[src/rtl/mfb_frame_gen.sv]
// mfb_frame_gen: MFB test-frame source. Frames of incrementing length are
// packed region-aligned into words; every frame carries its sequence number.
module mfb_frame_gen #(
    parameter int REGIONS     = 2,
    parameter int REGION_SIZE = 4,
    parameter int BLOCK_SIZE  = 8,
    parameter int ITEM_WIDTH  = 8,
    parameter int META_WIDTH  = 16,
    parameter int LEN_WIDTH   = 16,
    localparam int R  = REGION_SIZE * BLOCK_SIZE,
    localparam int SW = (REGION_SIZE > 1) ? $clog2(REGION_SIZE) : 1,
    localparam int EW = (R > 1) ? $clog2(R) : 1,
    localparam int DW = REGIONS * R * ITEM_WIDTH
) (
    input  logic                          CLK,
    input  logic                          RESET,
    input  logic                          START,
    input  logic                          STOP,
    input  logic [31:0]                   FRAME_CNT,
    input  logic [LEN_WIDTH-1:0]          LEN_MIN,
    input  logic [LEN_WIDTH-1:0]          LEN_MAX,
    output logic [DW-1:0]                 TX_DATA,
    output logic [REGIONS*META_WIDTH-1:0] TX_META,
    output logic [REGIONS-1:0]            TX_SOF,
    output logic [REGIONS-1:0]            TX_EOF,
    output logic [REGIONS*SW-1:0]         TX_SOF_POS,
    output logic [REGIONS*EW-1:0]         TX_EOF_POS,
    output logic                          TX_SRC_RDY,
    input  logic                          TX_DST_RDY,
    output logic                          BUSY,
    output logic                          DONE,
    output logic [31:0]                   SENT_FRAMES
);

    typedef enum logic [1:0] {IDLE, RUN, FLUSH} state_t;

    state_t state_q, state_d;
    logic [LEN_WIDTH-1:0] min_q, min_d, max_q, max_d;
    logic [LEN_WIDTH-1:0] len_q, len_d, off_q, off_d;
    logic [31:0] cnt_q, cnt_d, seq_q, seq_d, sent_q, sent_d;
    logic open_q, open_d, stop_q, stop_d;
    logic vld_q, vld_d, done_q, done_d;
    logic [DW-1:0] data_q, data_d;
    logic [REGIONS*META_WIDTH-1:0] meta_q, meta_d;
    logic [REGIONS-1:0] sof_q, sof_d, eof_q, eof_d;
    logic [REGIONS*EW-1:0] epos_q, epos_d;

    logic start_go, xfer, load;
    logic [LEN_WIDTH-1:0] b_min, b_max;
    logic [31:0] b_cnt;
    logic b_stop;
    logic [31:0] n_seq;
    logic [LEN_WIDTH-1:0] n_len, n_off;
    logic n_open, w_any;
    logic [DW-1:0] w_data;
    logic [REGIONS*META_WIDTH-1:0] w_meta;
    logic [REGIONS-1:0] w_sof, w_eof;
    logic [REGIONS*EW-1:0] w_epos;

    // Build the next word; on START the freshly captured settings are used
    always_comb begin : build
        logic [31:0] seq_v;
        logic [LEN_WIDTH-1:0] len_v, off_v;
        logic open_v;
        start_go = (state_q == IDLE) && START;
        b_min = (LEN_MIN == '0) ? LEN_WIDTH'(1) : LEN_MIN;
        b_max = (LEN_MAX < b_min) ? b_min : LEN_MAX;
        b_cnt = FRAME_CNT;
        b_stop = 1'b0;
        seq_v = '0;
        len_v = b_min;
        off_v = '0;
        open_v = 1'b0;
        if (!start_go) begin
            b_min = min_q;
            b_max = max_q;
            b_cnt = cnt_q;
            b_stop = stop_q | STOP;
            seq_v = seq_q;
            len_v = len_q;
            off_v = off_q;
            open_v = open_q;
        end
        w_data = '0;
        w_meta = '0;
        w_sof = '0;
        w_eof = '0;
        w_epos = '0;
        w_any = 1'b0;
        for (int r = 0; r < REGIONS; r++) begin
            if (!open_v && !b_stop && !(b_cnt != '0 && seq_v == b_cnt)) begin
                w_sof[r] = 1'b1;
                w_meta[r*META_WIDTH +: META_WIDTH] = META_WIDTH'(seq_v);
                open_v = 1'b1;
                off_v = '0;
            end
            if (open_v) begin
                w_any = 1'b1;
                for (int j = 0; j < R; j++) begin
                    if (32'(off_v) + 32'(j) < 32'(len_v))
                        w_data[(r*R+j)*ITEM_WIDTH +: ITEM_WIDTH] =
                            ITEM_WIDTH'(32'(off_v) + 32'(j) + seq_v);
                end
                if (32'(len_v) - 32'(off_v) <= 32'(R)) begin
                    w_eof[r] = 1'b1;
                    w_epos[r*EW +: EW] = EW'(32'(len_v) - 32'(off_v) - 1);
                    open_v = 1'b0;
                    seq_v = seq_v + 1;
                    len_v = (32'(len_v) + 1 > 32'(b_max)) ?
                            b_min : len_v + LEN_WIDTH'(1);
                end else begin
                    off_v = off_v + LEN_WIDTH'(R);
                end
            end
        end
        n_seq = seq_v;
        n_len = len_v;
        n_off = off_v;
        n_open = open_v;
    end

    always_comb begin
        state_d = state_q;
        min_d = min_q;
        max_d = max_q;
        cnt_d = cnt_q;
        len_d = len_q;
        off_d = off_q;
        seq_d = seq_q;
        sent_d = sent_q;
        open_d = open_q;
        stop_d = stop_q;
        vld_d = vld_q;
        done_d = 1'b0;
        data_d = data_q;
        meta_d = meta_q;
        sof_d = sof_q;
        eof_d = eof_q;
        epos_d = epos_q;
        xfer = vld_q & TX_DST_RDY;
        load = start_go || (state_q != IDLE && (xfer || !vld_q));
        if (xfer)
            sent_d = sent_q + 32'($countones(eof_q));
        if (start_go) begin
            min_d = b_min;
            max_d = b_max;
            cnt_d = b_cnt;
            sent_d = '0;
        end
        if (load) begin
            stop_d = b_stop;
            seq_d = n_seq;
            len_d = n_len;
            off_d = n_off;
            open_d = n_open;
            vld_d = w_any;
            data_d = w_data;
            meta_d = w_meta;
            sof_d = w_sof;
            eof_d = w_eof;
            epos_d = w_epos;
            if (!w_any) begin
                state_d = IDLE;
                done_d = 1'b1;
            end else if (b_stop || (b_cnt != '0 &&
                         n_seq + 32'(n_open) == b_cnt)) begin
                state_d = FLUSH;
            end else begin
                state_d = RUN;
            end
        end else if (state_q == RUN && STOP) begin
            stop_d = 1'b1;
            state_d = FLUSH;
        end
    end

    always_ff @(posedge CLK or negedge RESET) begin
        if (!RESET) begin
            state_q <= IDLE;
            min_q <= '0;
            max_q <= '0;
            cnt_q <= '0;
            len_q <= '0;
            off_q <= '0;
            seq_q <= '0;
            sent_q <= '0;
            open_q <= 1'b0;
            stop_q <= 1'b0;
            vld_q <= 1'b0;
            done_q <= 1'b0;
            data_q <= '0;
            meta_q <= '0;
            sof_q <= '0;
            eof_q <= '0;
            epos_q <= '0;
        end else begin
            state_q <= state_d;
            min_q <= min_d;
            max_q <= max_d;
            cnt_q <= cnt_d;
            len_q <= len_d;
            off_q <= off_d;
            seq_q <= seq_d;
            sent_q <= sent_d;
            open_q <= open_d;
            stop_q <= stop_d;
            vld_q <= vld_d;
            done_q <= done_d;
            data_q <= data_d;
            meta_q <= meta_d;
            sof_q <= sof_d;
            eof_q <= eof_d;
            epos_q <= epos_d;
        end
    end

    assign TX_DATA = data_q;
    assign TX_META = meta_q;
    assign TX_SOF = sof_q;
    assign TX_EOF = eof_q;
    assign TX_SOF_POS = '0;
    assign TX_EOF_POS = epos_q;
    assign TX_SRC_RDY = vld_q;
    assign BUSY = (state_q != IDLE);
    assign DONE = done_q;
    assign SENT_FRAMES = sent_q;

endmodule

[config.mk]
export PLATFORM = sky130hd
export DESIGN_NAME = mfb_frame_gen
export DESIGN_NICKNAME = d
export VERILOG_FILES = /design/src/rtl/mfb_frame_gen.sv
export SDC_FILE = /design/constraint.sdc
export NUM_CORES = 2
export LEC_CHECK = 0
export BUFFER_PORTS_ARGS = -buffer_cell sky130_fd_sc_hd__buf_2
export CAP_MARGIN = 10
export CORE_UTILIZATION = 60
export CTS_CLUSTER_DIAMETER = 100
export DETAILED_ROUTE_END_ITERATION = 8
export PLACE_DENSITY_LB_ADDON = 0.3
export SKIP_CTS_REPAIR_TIMING = 1
export SYNTH_ARGS = -nofsm -noshare
export SYNTH_HDL_FRONTEND = slang
export SYNTH_SLANG_ARGS = --single-unit
export TNS_END_PERCENT = 30
[constraint.sdc]
create_clock -name CLK -period 17.7 [get_ports CLK]
set_input_delay 1.77 -clock CLK [delete_from_list [all_inputs] [get_ports CLK]]
set_output_delay 1.77 -clock CLK [all_outputs]
set_load 0.02 [all_outputs]
==> flow_summary.yaml <==
status:
  outcome: "finished, violations left"
  violations: "design-rule violations, max-capacitance violations, max-slew violations"
floorplanning:
  rows: 128
  initial_core_util_pct: 60.55
  io_pins: 666
  core_um2: 122000
  dieWidth_um: 352.9
  dieHeight_um: 352.9
  dieArea_um2: 124600
placed_design:
  gp_congestion: 1.082
  port_buffers: 661
  place.detailed.hpwl_um: 256100
  post-place-ws_ns: 1.566
critical_path:
  cpMostUsedCell: "buf_4"
  cp_data_arrival_time_ns: 16.47
  critPathCaptureType: "flip-flop"
  critPathRequiredTime_ns: 18.30
  crit_end: "state_q[0]$_DFFE_PN0P_"
  cp-startpoint: "FRAME_CNT[11]"
  slowest_stage: "or4_1"
  rr_worst_depth: 51
  slowest_delay_ns: 0.76
  cp-start-kind: "input port"
  ff2ff_setup_slack_ns: 2.34
  worst_r2r_endpoint: "state_q[0]$_DFFE_PN0P_"
  reg2reg_from: "state_q[0]$_DFFE_PN0P_"
  worstSetupPathType: "input port to flip-flop"
  cp_max_fo: 24
routing:
  remaining_drc_errors: 2
  first_pass_iters: 9
  vias: 75240
  routed_wl_um: 346600
  routedWlPerCell_um: 31.34
  via_per_inst: 6.803
  drt_iter0_markers: 10750
  final_antenna_net_count: 0
timing:
  slew_headroom_pct: -1.080
  fin_crit_ns: 15.87
  setup_ws_ns: 1.835
  worst_pin_slew_ns: 1.506
  final.period_utilization_pct: 89.63
  fin_skew_ns: 0.07489
  tns_ns: 0
  finalSetupViolations: 0
  hold_violations: 0
  slew_violations: 3
  rsz0062_at_grt: "false"
  max_freq_mhz: 63.03
clock_network:
  path_clk_slew_ns: 0.06
  numClockSinks: 724
  cts_tree: "done"
  cts_buffers: 81
  cts-root-buf: "clkbuf_16"
  clkLatencyLatePin_ns: 0.77
  htree_num_levels: 3
  cts_buffer_depth: 3
finish:
  mostFrequentLayoutCell: "ha_1"
  nets: 10610
  multiInputGateArea_um2: 53550
  mostFrequentLayoutCells: "ha_1, nand2_1, xnor2_1"
  num-fill-cells: 9983
  area_growth_pct: 12.44
  drive_above_1_share_pct: 12.61
  regArea_um2: 18120
synthesis:
  yosysSeqAreaShare_pct: 24.52
  synth_edf_count: 0
  syn-cell-area_um2: 73890
  synth_cells: 8709
  ys_top_cells_by_area: "dfrtp_1, ha_1, xnor2_1"
  synth_seq_cells: 724
  async_reset_ff_share_pct: 100.0
  yosys.area.top_type_share_pct: 24.52
  yosysUniqueCellTypes: 105
  netlist.top_cell.by_area: "dfrtp_1"
  synthFlopType: "dfrtp_1"
  yosysWarnings: 0
  synth.avg_cell_area_um2: 8.485
pwr:
  p_sw_share_pct: 55.42
  p_int_mw: 6.845
  p_leak_nw: 41.28
  power.switching_mw: 8.509
  powerDensity_nw_per_um2: 184.8
  seq_power_share_pct: 16.9
  ir_drop_uv: 155.2
  p_comb_share_pct: 71.1
  clockPowerShare_pct: 12.0
grt:
  grt.total_usage_pct: 54.35
  grt_max_degree: 185
  antenna_found_initial: 32
  grt_remaining_overflow: 0
  grt_pass1_vias: 71670
  grt_pass1_wl_um: 497200
job:
  cap_violations: 1
worst_hold_path:
  hold_class: "flip-flop to flip-flop"
[layout make-up]
type / count / area share, %
Timing Repair Buffer: 932 / 6.509
Tap cell: 1625 / 2.447
Antenna cell: 21 / 0.06325
Clock buffer: 104 / 2.676
Clock inverter: 42 / 0.7605
Multi-Input combinational cell: 7325 / 64.45
Sequential cell: 724 / 21.81
Inverter: 286 / 1.292
[metrics by stage]
stage	cell area, µm²	hold slack (ns)	std cells	total power, mW	utilization (%)
floorplan	73900	0.4387	8712	9.038	-
global placement	80110	0.4532	10890	12.53	65.64
detailed placement	80110	0.4615	10890	12.77	65.64
CTS	82960	0.4756	11030	14.68	67.98
global route	83030	0.4979	11040	16.01	68.04
finish	83090	0.4755	11060	15.35	68.08
[how the worst min path moves through the flow]
| stage | endpoint | cells after the start | from | slack [ns] |
|---|---|---|---|---|
| 6_report | max_q[0]$_DFFE_PN0P_ | 2 | max_q[0]$_DFFE_PN0P_ | 0.48 |
| 4_1_cts | max_q[0]$_DFFE_PN0P_ | 2 | max_q[0]$_DFFE_PN0P_ | 0.48 |
| 5_1_grt | TX_DATA[142]$_DFFE_PN0N_ | 2 | TX_DATA[142]$_DFFE_PN0N_ | 0.50 |
| 2_1_floorplan | max_q[0]$_DFFE_PN0P_ | 2 | max_q[0]$_DFFE_PN0P_ | 0.44 |
| 3_5_place_dp | max_q[0]$_DFFE_PN0P_ | 2 | max_q[0]$_DFFE_PN0P_ | 0.46 |
| 3_3_place_gp | max_q[0]$_DFFE_PN0P_ | 2 | max_q[0]$_DFFE_PN0P_ | 0.45 |
[worst max-delay path, delay by kind of cell]
family,cells,cell delay [ns]
AND/OR/NAND/NOR,20,6.12
AO/OA/AOI/OAI,18,4.48
buffers and inverters,10,2.32
adder cells (fa/ha/maj),3,1.10
XOR/XNOR,1,0.35
multiplexers,1,0.28
[cell usage after synthesis (9+ instances only)]
library cell	number
o21bai_1	24
nand3_1	120
and2_1	33
o211ai_1	13
a21oi_1	547
buf_1	66
nor4b_1	9
nand2_1	994
o22ai_1	22
a31oi_1	25
a211oi_1	26
buf_2	16
and4_1	9
o21ai_0	615
o2111ai_1	11
xor2_1	391
a32o_1	18
o31ai_1	55
a21o_1	442
dfrtp_1	724
mux2i_1	29
or4_1	17
ha_1	1181
nand2b_1	232
or3_1	33
a22o_1	242
nand4_1	47
clkbuf_1	288
o21a_1	23
nor4_1	45
or2_2	15
and3_1	34
o21ai_1	12
nor2b_1	243
fa_1	11
xnor2_1	916
nor3_1	132
mux2_2	9
nor2_1	575
inv_1	271
a221oi_1	32
[cells by family (layout without fill, tap and decap cells)]
group,after synthesis,after routing,share of synthesized area (%)
AOI/OAI and AO/OA,2193,2193,18.98
xor gates and xnor gates,1315,1315,15.73
adders and majority gates,1192,1192,20.30
buffers and inverters,663,1364,3.446
DFF,724,724,24.52
muxes,41,41,0.5994
other,1,25,0.005075
and+or+nand+nor,2580,2580,16.42
[power by group through the flow]
stage | combinational [mW] | sequential (mW) | clock, mW
2_1_floorplan | 6.13 | 2.90 | 0
3_5_place_dp | 10.2 | 2.58 | 0
4_1_cts | 10.3 | 2.56 | 1.83
6_report | 10.9 | 2.59 | 1.84
3_3_place_gp | 9.96 | 2.56 | 0
5_1_grt | 11.5 | 2.61 | 1.89
[flip-flops by register name, summed over array words and instances, names as in the netlist]
name         flops
TX_DATA        512
SENT_FRAMES     32
TX_EOF_POS      10
state_q          2
min_q           16
seq_q           32
off_q           16
TX_META         32
DONE             1
len_q           16
TX_SOF           2
cnt_q           32
TX_EOF           2
open_q           1
TX_SRC_RDY       1
stop_q           1
max_q           16
[per-layer routing]
metal	vias up	GRT usage (%)	wire [µm]
li1	31810	-	-
met4	24	47.79	37740
met1	35500	62.67	120000
met3	1862	23.47	50170
met2	6052	76.31	138400
met5	-	2.151	283
(Power assumes the default switching activity.)
